===== src/rtl/ex_div.sv =====
// ex_div: iterative restoring divider for RV32M DIV/DIVU/REM/REMU.
// Accepts one operation from ex, stalls the pipeline while it iterates,
// then returns a single registered write-back (rd, data, wen).
module ex_div #(
  parameter int DATA_W = 32
) (
  input  logic              clk,
  input  logic              rst,
  input  logic              start_i,
  input  logic [2:0]        op_i,
  input  logic [DATA_W-1:0] dividend_i,
  input  logic [DATA_W-1:0] divisor_i,
  input  logic [4:0]        rd_addr_i,
  input  logic              flush_i,
  output logic              busy_o,
  output logic              stall_o,
  output logic              ready_o,
  output logic [DATA_W-1:0] result_o,
  output logic [4:0]        rd_addr_o,
  output logic              rd_wen_o
);

  localparam int CNT_W = $clog2(DATA_W) + 1;

  typedef enum logic [1:0] {S_IDLE, S_START, S_CALC, S_END} state_t;

  state_t            state, state_nxt;
  logic [CNT_W-1:0]  cnt;
  logic [1:0]        op_q;       // op[2] is always 1 once accepted
  logic [DATA_W-1:0] dvd_q, dvs_q;
  logic [4:0]        rd_q;
  logic [DATA_W-1:0] quot, rem;
  logic [DATA_W-1:0] result_q;

  logic              accept, signed_op, is_rem, div_zero, ovf, last;
  logic              neg_q, neg_r, ge;
  logic [DATA_W-1:0] dvd_abs, dvs_abs, special_res;
  logic [DATA_W:0]   rem_sh;
  logic [DATA_W-1:0] rem_nxt, quot_nxt, q_fin, r_fin;

  assign accept    = start_i & op_i[2] & ~flush_i;
  assign signed_op = ~op_q[0];
  assign is_rem    = op_q[1];
  assign div_zero  = (dvs_q == '0);
  assign ovf       = signed_op & (dvd_q == {1'b1, {(DATA_W-1){1'b0}}}) & (dvs_q == '1);
  assign last      = (cnt == CNT_W'(DATA_W-1));

  // Signed ops iterate on magnitudes; signs are restored at the end.
  assign neg_q   = signed_op & (dvd_q[DATA_W-1] ^ dvs_q[DATA_W-1]);
  assign neg_r   = signed_op & dvd_q[DATA_W-1];
  assign dvd_abs = (signed_op & dvd_q[DATA_W-1]) ? -dvd_q : dvd_q;
  assign dvs_abs = (signed_op & dvs_q[DATA_W-1]) ? -dvs_q : dvs_q;

  // One restoring step: shift in next dividend bit, subtract if it fits.
  // rem_sh needs one extra bit since an unsigned divisor can use all DATA_W bits.
  assign rem_sh   = {rem, quot[DATA_W-1]};
  assign ge       = (rem_sh >= {1'b0, dvs_abs});
  assign rem_nxt  = ge ? DATA_W'(rem_sh - {1'b0, dvs_abs}) : rem_sh[DATA_W-1:0];
  assign quot_nxt = {quot[DATA_W-2:0], ge};
  assign q_fin    = neg_q ? -quot_nxt : quot_nxt;
  assign r_fin    = neg_r ? -rem_nxt : rem_nxt;

  assign special_res = div_zero ? (is_rem ? dvd_q : '1)
                                : (is_rem ? '0 : {1'b1, {(DATA_W-1){1'b0}}});

  // State register.
  always_ff @(posedge clk) begin
    if (rst) state <= S_IDLE;
    else     state <= state_nxt;
  end

  // Next-state logic; flush aborts anything not yet in the write-back cycle.
  always_comb begin
    state_nxt = state;
    case (state)
      S_IDLE:  if (accept) state_nxt = S_START;
      S_START: if (flush_i)              state_nxt = S_IDLE;
               else if (div_zero | ovf)  state_nxt = S_END;
               else                      state_nxt = S_CALC;
      S_CALC:  if (flush_i)   state_nxt = S_IDLE;
               else if (last) state_nxt = S_END;
      S_END:   state_nxt = S_IDLE;
      default: state_nxt = S_IDLE;
    endcase
  end

  // Operand latch, iteration datapath and registered result.
  always_ff @(posedge clk) begin
    if (rst) begin
      cnt      <= '0;
      op_q     <= '0;
      dvd_q    <= '0;
      dvs_q    <= '0;
      rd_q     <= '0;
      quot     <= '0;
      rem      <= '0;
      result_q <= '0;
    end else begin
      case (state)
        S_IDLE: begin
          result_q <= '0;
          if (accept) begin
            op_q  <= op_i[1:0];
            dvd_q <= dividend_i;
            dvs_q <= divisor_i;
            rd_q  <= rd_addr_i;
          end
        end
        S_START: begin
          cnt      <= '0;
          rem      <= '0;
          quot     <= dvd_abs;
          result_q <= (!flush_i && (div_zero || ovf)) ? special_res : '0;
        end
        S_CALC: begin
          rem  <= rem_nxt;
          quot <= quot_nxt;
          cnt  <= cnt + 1'b1;
          if (!flush_i && last) result_q <= is_rem ? r_fin : q_fin;
        end
        default: result_q <= '0;
      endcase
    end
  end

  assign busy_o    = (state != S_IDLE);
  assign stall_o   = ((state == S_IDLE) & accept) | (state == S_START) | (state == S_CALC);
  assign ready_o   = (state == S_END);
  assign rd_wen_o  = ready_o;
  assign rd_addr_o = ready_o ? rd_q : 5'd0;
  assign result_o  = result_q;

endmodule


===== config.mk =====
export PLATFORM = sky130hd
export DESIGN_NAME = ex_div
export DESIGN_NICKNAME = d
export VERILOG_FILES = /design/src/rtl/ex_div.sv
export SDC_FILE = /design/constraint.sdc
export NUM_CORES = 1
export LEC_CHECK = 0
export ABC_AREA = 1
export BUFFER_PORTS_ARGS = -buffer_cell sky130_fd_sc_hd__buf_4
export CAP_MARGIN = 20
export CORE_MARGIN = 5
export CORE_UTILIZATION = 41
export CTS_BUF_LIST = sky130_fd_sc_hd__clkbuf_4 sky130_fd_sc_hd__clkbuf_8 sky130_fd_sc_hd__clkbuf_16
export DETAILED_ROUTE_END_ITERATION = 8
export HOLD_SLACK_MARGIN = 0.1
export PLACE_DENSITY = 0.55
export SLEW_MARGIN = 30
export SYNTH_ARGS = -nofsm -noshare
export SYNTH_HDL_FRONTEND = slang
export SYNTH_SLANG_ARGS = --single-unit

===== constraint.sdc =====
create_clock -name clk -period 13.4 [get_ports clk]
set_clock_uncertainty 0.05 [all_clocks]
set_input_delay 2.68 -clock clk [delete_from_list [all_inputs] [get_ports clk]]
set_output_delay 2.68 -clock clk [all_outputs]
set_load 0.005 [all_outputs]

=== After elaboration in Yosys (flattened, before gate mapping) ===
Cells that the tools add are included.

* Register bits: 175
* Output and inout bits: 41
* Logic and storage cells: 71

* Add/sub/neg operators: 6
* Order comparisons: 1
* Equality and inequality tests: 9
* Mux-type cells: 22
* Bitwise logic cells: 14
* Reduce and logical (&&, ||, !) cells: 10

{| class="wikitable"
|+ Operators by type and width
! cell !! count
|-
| $mux 32 || 11
|-
| $pmux 32 s2 || 3
|-
| $neg 32->32 || 4
|-
| $eq 32x32->1 const B || 2
|-
| $ge 33x32->1 || 1
|-
| $logic_not 32->1 || 1
|-
| $sub 32x32->32 || 1
|-
| $pmux 6 s2 || 1
|-
| $and 1x1->1 || 8
|-
| $mux 2 || 4
|-
| $pmux 2 s4 || 1
|-
| $add 6x1->6 const B || 1
|-
| $eq 6x5->1 const B || 1
|-
| $mux 5 || 1
|-
| $eq 2x2->1 const B || 2
|-
| $ne 2x2->1 const B || 2
|-
| $reduce_and 2->1 || 2
|-
| $reduce_bool 2->1 || 2
|-
| $ne 3x3->1 const B || 1
|-
| $or 1x1->1 || 3
|-
| $eq 2x1->1 const B || 1
|-
| $logic_and 1x1->1 || 2
|-
| $logic_not 2->1 || 1
|-
| $not 1->1 || 2
|-
| 4 further kinds || 4
|}

=== Depth between registers and ports, before layout ===
Gate-level depths: netlist (run 1).

* Depth in word-level cells: 10
* Gate-level depth with buffers: 44
* Gate-level depth less buffers: 43

=== Worst setup path after synthesis (run 1) ===
Ideal clock, no wire load.

* Path type: input to output
* From: in flush_i
* To: out stall_o
* Arrival time: 3.626 ns
* Required time: 10.670 ns
* Slack: 7.044 ns
* Cell stages on the path: 7
* Path buffers: 2
* Cells stage by stage: inv_1 nand3_1 inv_1 nand2_1 clkbuf_1 clkbuf_1 nand3_1

* Word-level cells in the longest chain between the ends: 5

{| class="wikitable"
|+ Ends and longest elaborated chain
! item !! RTL line !! text
|-
| start, declared || 14 || <nowiki>input logic flush_i,</nowiki>
|-
| $not 1->1 || 41 || <nowiki>assign accept = start_i & op_i[2] & ~flush_i;</nowiki>
|-
| $and 1x1->1 || 41 ||
|-
| $and 1x1->1 || 127 || <nowiki>assign stall_o = ((state == S_IDLE) & accept) | (state == S_START) | (state == S_CALC);</nowiki>
|-
| $or 1x1->1 (2 in series) || 127 ||
|-
| end, declared || 16 || <nowiki>output logic stall_o,</nowiki>
|}

No other way between the ends.

=== Worst setup path in the final report (run 1) ===
* From: reg dvs_q[1]
* To: reg result_q[30], in the netlist result_o[30]

* Word-level cells in the longest chain between the ends: 9
* Elaborated cells between the ends (all ways): 19
* Those cells by class: add/sub: 4; order compare: 1; eq/ne: 1; mux: 9; bitwise: 1; reduce/logical: 3

{| class="wikitable"
|+ Ends and longest elaborated chain
! item !! RTL line !! text
|-
| start, declared || 30 || <nowiki>logic [DATA_W-1:0] dvd_q, dvs_q;</nowiki>
|-
| start signal, assigned || 105 || <nowiki>dvs_q <= divisor_i;</nowiki>
|-
| $neg 32->32 || 52 || <nowiki>assign dvs_abs = (signed_op & dvs_q[DATA_W-1]) ? -dvs_q : dvs_q;</nowiki>
|-
| $mux 32 || 52 ||
|-
| $sub 32x32->32 / $ge 33x32->1 (equally long branches) || 58, 57 ||
|-
| $mux 32 || 58 || <nowiki>assign rem_nxt = ge ? DATA_W'(rem_sh - {1'b0, dvs_abs}) : rem_sh[DATA_W-1:0];</nowiki>
|-
| $neg 32->32 || 61 || <nowiki>assign r_fin = neg_r ? -rem_nxt : rem_nxt;</nowiki>
|-
| $mux 32 || 61 ||
|-
| $mux 32 (2 in series) || 119 || <nowiki>if (!flush_i && last) result_q <= is_rem ? r_fin : q_fin;</nowiki>
|-
| $pmux 32 s2 (*) || 99 || <nowiki>case (state)</nowiki>
|-
| end signal, assigned || 113 || <nowiki>result_q <= (!flush_i && (div_zero || ovf)) ? special_res : '0;</nowiki>
|-
| end signal, assigned || 119 ||
|-
| end, declared || 33 || <nowiki>logic [DATA_W-1:0] result_q;</nowiki>
|}

Mark *: on every way between the ends. The rest lies on a longest branch, timed or not. The select of a mux whose other input is x is not followed.
A chain may end at the register's enable or synchronous reset.

==> results of run 1 <==
cell families after synthesis:
logic type	count (synthesis)	share of synthesized area
AND/OR/NAND/NOR	1240	0.3925
buffers and inverters	406	0.1167
AO/OA/AOI/OAI	395	0.1664
flip-flops	175	0.2518
XOR/XNOR	53	0.03336
adder cells (fa/ha/maj)	43	0.03920
stage by stage:
step | util | cells | power, mW | hold slack (ps) | setup WS [ps]
4_1_cts | 0.4648 | 2825 | 1.796 | 414.2 | 6009
3_5_place_dp | 0.4479 | 2793 | 1.298 | 404.3 | 6057
3_3_place_gp | 0.4479 | 2793 | 1.296 | 400.3 | 6343
6_report | 0.4648 | 2825 | 1.799 | 412.9 | 5949
2_1_floorplan | - | 2312 | 1.092 | 391.2 | 7045
5_1_grt | 0.4648 | 2825 | 1.911 | 436.4 | 5098
state kept, by name, summed over array words and instances (netlist names):
signal / cells
dvd_q: 32
dvs_q: 32
quot: 32
rem: 32
result_o: 32
cnt: 6
rd_q: 5
op_q: 2
state: 2
routing by layer:
metal	vias up	routed length (um)
met2	503	20660
met5	-	20
met1	6901	26780
met3	65	4243
met4	2	1107
li1	7595	-
worst paths after layout:
path | slack (ps) | cells past startpoint | endpoint | startpoint
worst max-delay path | 5950 | 41 | result_o[30] | dvs_q[1]
worst min-delay path | 410 | 2 | rd_q[3] | rd_q[3]
worst max register to register | 5950 | 41 | result_o[30] | dvs_q[1]
worst min register to register | 410 | 2 | rd_q[3] | rd_q[3]
Yosys cell counts (all sizes together), types with 2 or more instances:
| cell type | n |
|---|---|
| nand2 | 688 |
| inv | 305 |
| nor2 | 265 |
| nand3 | 195 |
| dfxtp | 175 |
| a21oi | 140 |
| o21ai | 126 |
| clkbuf | 70 |
| a211oi | 62 |
| xor2 | 50 |
| ha | 42 |
| nor3 | 32 |
| buf | 29 |
| nand4 | 28 |
| a31oi | 27 |
| o22ai | 19 |
| nor4 | 14 |
| or2 | 10 |
| nand3b | 6 |
| o211ai | 6 |
| o21bai | 4 |
| o31ai | 3 |
| xnor2 | 3 |
| a21o | 2 |
| and2 | 2 |
| clkinv | 2 |
| o221ai | 2 |
area by class of cell:
class / instances / area [sq um] / share of cell area
multi-input cells: 1731 / 8813 / 0.5655
flip-flops and latches: 175 / 3503 / 0.2248
inverters: 307 / 1152 / 0.07393
repair buffers: 132 / 991.0 / 0.06358
well taps: 448 / 560.5 / 0.03596
clock buffers: 18 / 432.9 / 0.02778
clock inverters: 14 / 132.6 / 0.008509
power groups by stage:
stage | Sequential (mW) | Combinational (mW) | Clock [mW]
2_1_floorplan | 0.565 | 0.527 | 0
3_3_place_gp | 0.572 | 0.724 | 0
3_5_place_dp | 0.573 | 0.725 | 0
4_1_cts | 0.561 | 0.728 | 0.507
5_1_grt | 0.564 | 0.819 | 0.528
6_report | 0.562 | 0.739 | 0.499
worst max-delay path: cells and delay by family (launching register included):
| kind | cells | cell delay, ps |
|---|---|---|
| AND/OR/NAND/NOR | 29 | 4960 |
| XOR/XNOR | 2 | 290 |
| adder cells (fa/ha/maj) | 2 | 580 |
| AO/OA/AOI/OAI | 4 | 480 |
| flip-flops | 1 | 320 |
| buffers and inverters | 4 | 620 |
layout by cell type (no fill, tap or decap), types with 3 or more instances in the layout:
master and n:
nor2_1 240, o31ai_1 3, inv_1 291, dfxtp_1 175, nand2_1 647, o22ai_1 19, nand2_2 27, inv_2 14
nor4_1 11, nor2_2 18, nor3_1 27, xnor2_1 3, nand4_1 28, nand3_1 189, buf_4 132, xor2_1 50
nand3b_1 6, a21oi_1 132, o21bai_1 3, nor2_4 5, nand3_2 4, a211oi_1 62, clkbuf_16 17, a31oi_1 27
clkinv_2 4, or2_2 9, nor3_2 4, nand2_4 14, a21oi_2 8, inv_6 4, ha_1 42, o211ai_1 6
o21ai_2 7, o21ai_1 21, o21ai_0 98
==> key figures, run 1 <==
STA
  • Setup repair after global routing missed its margin: false
  • Relative slew slack: 0.3695
  • Sum Neg Setup Slack: 0 ps
  • Worst Tran Pin Value: 945.8 ps
  • Final Critical Period: 7451 ps
  • Final worst-path cycle share: 0.5561
  • Number of endpoints failing setup at the final stage: 0
  • Fmax achieved: 134.2 MHz
  • Final slew viol count: 0
  • Endpoints failing hold: 0

Critical path
  • Required @ worst endpoint: 13,660 ps
  • Crit path launch type: register
  • Worst-path cell with the longest stage delay: nand2_4
  • Arrival time of the worst setup path: 7710 ps
  • CP max FO: 58
  • Cell repeated most along the worst path: nand3_1
  • Delay of the slowest cell on the worst path: 480 ps
  • CP endpoint kind: register
  • Critical path type: register to register

Global routing
  • Busiest grt layer: met1
  • Met3 layer usage reported by global route: 0.07055
  • Total overflow reported by the global router: 0
  • Fraction of met1 tracks used by global routing: 0.4157
  • Vias in the first global route: 13,980
  • First-pass GRT wire length: 80.85 mm
  • Initial antenna violation count: 1
  • Met2 capacity usage during global routing: 0.3713
  • Largest net degree at the start of global routing: 73
  • All-Layer GR Usage: 0.2714

Logic synthesis
  • Count of flip-flops with a built-in enable after synthesis: 0
  • Count of synthesis-stage warnings from yosys: 0
  • FFs w/ async S/R, synth: 0
  • Avg Synthesized Cell Area: 6.018 sq um
  • Gate count after technology mapping: 2,312
  • Post-synth net total: 2,431
  • Primary flip-flop cell chosen by synthesis mapping: dfxtp_1
  • Yosys top cell by area: dfxtp_1
  • Share of Yosys cell area claimed by the top area cell type: 0.2518
  • Cell types with the largest area share after synthesis: dfxtp_1 (25%), nand2_1 (17%), inv_1 (7.9%)
  • Post-Synthesis Cell Area: 0.01391 sq mm
  • Proportion of synthesized chip area in sequential cells: 0.2518
  • Number of unique standard cell types used by synthesis: 53
  • Post-synthesis sequential element count: 175

Drt
  • Antenna-violating nets left: 0
  • WL per Instance: 18.69 um
  • Total DRC errors in the routed layout: 0
  • Number of detailed-routing iterations run before antenna repair: 5
  • Via density per instance: 5.333
  • 1st-iter DRT viols: 1,279
  • Vias after detailed routing: 15,070
  • Total wire length: 52.81 mm

Job
  • Max Cap Violations: 0

Min path
  • Kind of path behind the tightest hold check: register to register

Clock network
  • CTS-repair resized insts: 0
  • Worst skew pair latency: 460 ps
  • Level count of the clock H-tree: 4
  • Clk sinks: 175
  • Number of hold buffers added after CTS: 0
  • Clock tree from TritonCTS: built
  • Clock buffers created by TritonCTS: 17
  • CTS clock-pin slew for the worst setup and hold paths: 70 ps
  • Buffers inserted by post-CTS timing repair: 0
  • Root Buffer: clkbuf_16
  • Number of buffers between clock root and the deepest sink: 2

Final layout
  • Share of post-route cells with drive strength above 1: 0.1191
  • Filler Cell Count: 3,679
  • Nets@finish: 2,483
  • Growth of design area from synthesis to finish: 12.01%
  • Post-route cell area: 0.01559 sq mm
  • Number of diodes: 0

Pwr
  • Power Internal: 1.017 mW
  • Clock share of power: 0.277
  • Max rail drop VDD: 104.1 uV
  • Net Sw Frac: 0.4348
  • Sequential cell fraction of total power: 0.312
  • Combinational group share of total power: 0.411
  • P per Cell Area: 115.4 mW/mm^2
  • P_leak: 7.285 nW
  • Net switching power figure: 782.2 uW

Placed design
  • Post-detailed-placement half-perimeter wirelength: 41.82 mm
  • RePlAce Congestion: 0.9079
  • Port buffer count: 116
  • Total cell area at the placement stage: 0.01502 sq mm

Die
  • Count of standard-cell rows: 67
  • Starting utilization of the core area: 0.4150
  • Area inside the core boundary: 0.03353 sq mm
  • Die Y: 194.2 um
  • Die ar.: 0.03772 sq mm
  • Die X: 194.2 um
  • I/O pin cnt: 117

Outcome
  • Status: completed
Power figures use the tool's default switching activity.
==> run 2, diff against run 1 <==
==> constraint.sdc (replaced) <==
create_clock -name clk -period 7.7 [get_ports clk]
set_clock_uncertainty 0.05 [all_clocks]
set_input_delay 1.54 -clock clk [delete_from_list [all_inputs] [get_ports clk]]
set_output_delay 1.54 -clock clk [all_outputs]
set_load 0.005 [all_outputs]
==> run 2 against run 1 <==
  * Utilization rose by 0.13 points
  * Worst setup slack got worse by 4800 ps
  * First-iteration DRC count rose by 14%
  * Fmax rose by 13%
==> key figures, run 2 (same netlist as run 1, synthesis figures left out) <==
Drt
  • WL per Instance: 18.61 um (-0.46%)
  • 1st-iter DRT viols: 1,454 (+14%)
  • Total wire length: 52.63 mm (-0.35%)
  • DR top layer: met4
  • Antenna-violating nets left: 0 (unchanged)
  • Routed length on met2: 20.84 mm (+0.89%)
  • Vias after detailed routing: 15,080 (+0.080%)
  • Total DRC errors in the routed layout: 0 (unchanged)
  • Post-Route M1 WL: 26.53 mm (-0.92%)
  • Via density per instance: 5.332 (about the same)
  • Number of detailed-routing iterations run before antenna repair: 6 (+1)
  • Routed length on met3: 4.549 mm (+7.2%)

Clock network
  • Clock buffers created by TritonCTS: 17 (unchanged)
  • Worst skew pair latency: 450 ps (about the same)
  • Number of buffers between clock root and the deepest sink: 2 (unchanged)
  • Number of hold buffers added after CTS: 0 (unchanged)
  • Root Buffer: clkbuf_16
  • CTS clock-pin slew for the worst setup and hold paths: 80 ps (about the same)
  • Clock tree from TritonCTS: built
  • Clk sinks: 175 (unchanged)
  • Level count of the clock H-tree: 4 (unchanged)

Critical path
  • Start point of the critical path: dvs_q[1]
  • CP max FO: 57 (-1.7%)
  • Arrival time of the worst setup path: 6850 ps (-860 ps)
  • Cell repeated most along the worst path: nand2_1
  • CP endpoint kind: register
  • Crit path launch type: register
  • Required @ worst endpoint: 7960 ps (-5700 ps)
  • Worst-path cell with the longest stage delay: buf_4
  • Source of the worst register-to-register timing path: dvs_q[1]
  • Critical path type: register to register
  • Delay of the slowest cell on the worst path: 580 ps (+100 ps)
  • Worst setup slack for register-to-register paths: 1120 ps (-4830 ps)

Pwr
  • Sequential cell fraction of total power: 0.311 (about the same)
  • Clock share of power: 0.280 (+0.003)
  • Net switching power figure: 1.351 mW (+73%)
  • P_leak: 7.290 nW (about the same)
  • Power Internal: 1.794 mW (+76%)
  • Net Sw Frac: 0.4296 (-0.005181)
  • Max rail drop VDD: 174.2 uV (+67%)
  • Combinational group share of total power: 0.409 (-0.002)
  • P per Cell Area: 201.2 mW/mm^2 (+74%)

Global routing
  • Largest net degree at the start of global routing: 97 (+33%)
  • Initial antenna violation count: 0 (-1)
  • First-pass GRT wire length: 81.74 mm (+1.1%)
  • Vias in the first global route: 14,020 (+0.29%)
  • Total overflow reported by the global router: 0 (unchanged)
  • All-Layer GR Usage: 0.2736 (+0.002186)

Die
  • Die Y: 194.2 um (unchanged)
  • I/O pin cnt: 117 (unchanged)
  • Starting utilization of the core area: 0.4150 (unchanged)
  • Die X: 194.2 um (unchanged)
  • Die ar.: 0.03772 sq mm (unchanged)
  • Area inside the core boundary: 0.03353 sq mm (unchanged)
  • Count of standard-cell rows: 67 (unchanged)

Job
  • Max Cap Violations: 0 (unchanged)

STA
  • Final Critical Period: 6582 ps (-868.9 ps)
  • Number of endpoints failing setup at the final stage: 0 (unchanged)
  • Fmax achieved: 151.9 MHz (+13%)
  • Endpoints failing hold: 0 (unchanged)
  • Sum Neg Setup Slack: 0 ps (unchanged)
  • Worst Tran Pin Value: 916.9 ps (-28.90 ps)
  • Minimum hold slack: 416.4 ps (+3.437 ps)
  • Final slew viol count: 0 (unchanged)
  • Setup repair after global routing missed its margin: false
  • Relative slew slack: 0.3888 (+0.01927)
  • Final worst-path cycle share: 0.8549 (+0.2988)

Final layout
  • Number of diodes: 0 (unchanged)
  • Commonest cells after routing, fill and taps aside: nand2_1 (647), inv_1 (291), nor2_1 (240)
  • Filler Cell Count: 3,685 (+0.16%)
  • Area taken by flip-flops and latches: 0.003503 sq mm (unchanged)
  • Share of post-route cells with drive strength above 1: 0.1202 (+0.001110)
  • Nets@finish: 2,487 (+0.16%)
  • Commonest non-fill, non-tap cell in the layout: nand2_1
  • Multi-input logic area: 0.008813 sq mm (unchanged)
  • Growth of design area from synthesis to finish: 12.33%

Placed design
  • Post-detailed-placement half-perimeter wirelength: 41.78 mm (about the same)
  • Port buffer count: 116 (unchanged)
  • RePlAce Congestion: 0.9292 (+2.3%)

Min path
  • Kind of path behind the tightest hold check: register to register
  • Hold path start: rd_q[3]

Outcome
  • Status: completed
-- run 2: cell count changes in the layout (fill, tap and decap cells not counted), sizes merged --
cell      before  now
buf          132  136
clkbuf        18   21
clkinv         8    4
clkinvlp       1    5
inv          311  307
-- run 2: cell type report --
class,instances,share of cell area
tap,448,0.03586
clock buffer,21,0.03034
multi-input combinational,1731,0.5639
clock inverter,10,0.006724
timing repair buffer,136,0.06532
sequential,175,0.2241
inverter,307,0.07373
-- run 2: final timing paths --
| path | end | cells past startpoint |
|---|---|---|
| min reg2reg | rd_q[3] | 2 |
| max reg2reg | result_o[24] | 40 |
| min | rd_q[3] | 2 |
| max | result_o[24] | 40 |
-- run 2: power by group through the flow --
stage | combinational, mW | sequential [mW] | clock (mW)
3_5_place_dp | 1.26 | 0.997 | 0
4_1_cts | 1.26 | 0.976 | 0.896
5_1_grt | 1.42 | 0.982 | 0.925
6_report | 1.29 | 0.978 | 0.880
3_3_place_gp | 1.26 | 0.996 | 0
2_1_floorplan | 0.917 | 0.983 | 0
-- run 2: repair_timing --
action | in CTS | in global routing
setup buffers | 0 | 2
gates resized for setup | 0 | 0
setup endpoints to repair | 0 | 3
-- run 2: metal layers --
| layer | vias up | track usage |
|---|---|---|
| met5 | - | 0 |
| met4 | 0 | 0.05130 |
| met3 | 38 | 0.06551 |
| met2 | 547 | 0.3802 |
| met1 | 6905 | 0.4272 |
| li1 | 7588 | - |
-- run 2: through the flow --
| stage | worst slack [ps] | cell area, sq um | utilization | total power, mW | cells |
|---|---|---|---|---|---|
| 2_1_floorplan | 2251 | 13910 | - | 1.901 | 2312 |
| 5_1_grt | 8.306 | 15630 | 0.4661 | 3.328 | 2828 |
| 3_5_place_dp | 1044 | 15040 | 0.4484 | 2.255 | 2795 |
| 4_1_cts | 1019 | 15620 | 0.4657 | 3.136 | 2826 |
| 6_report | 1118 | 15630 | 0.4661 | 3.145 | 2828 |
| 3_3_place_gp | 1191 | 15040 | 0.4484 | 2.251 | 2795 |
-- run 2: worst max-delay path: cells and delay by family (launching register included) --
kind                       cells  cell delay (ps)
AOI/OAI and AO/OA              1               60
adders and majority gates      2              510
buffers and inverters          3              750
DFF                            1              320
and+or+nand+nor               34             4750
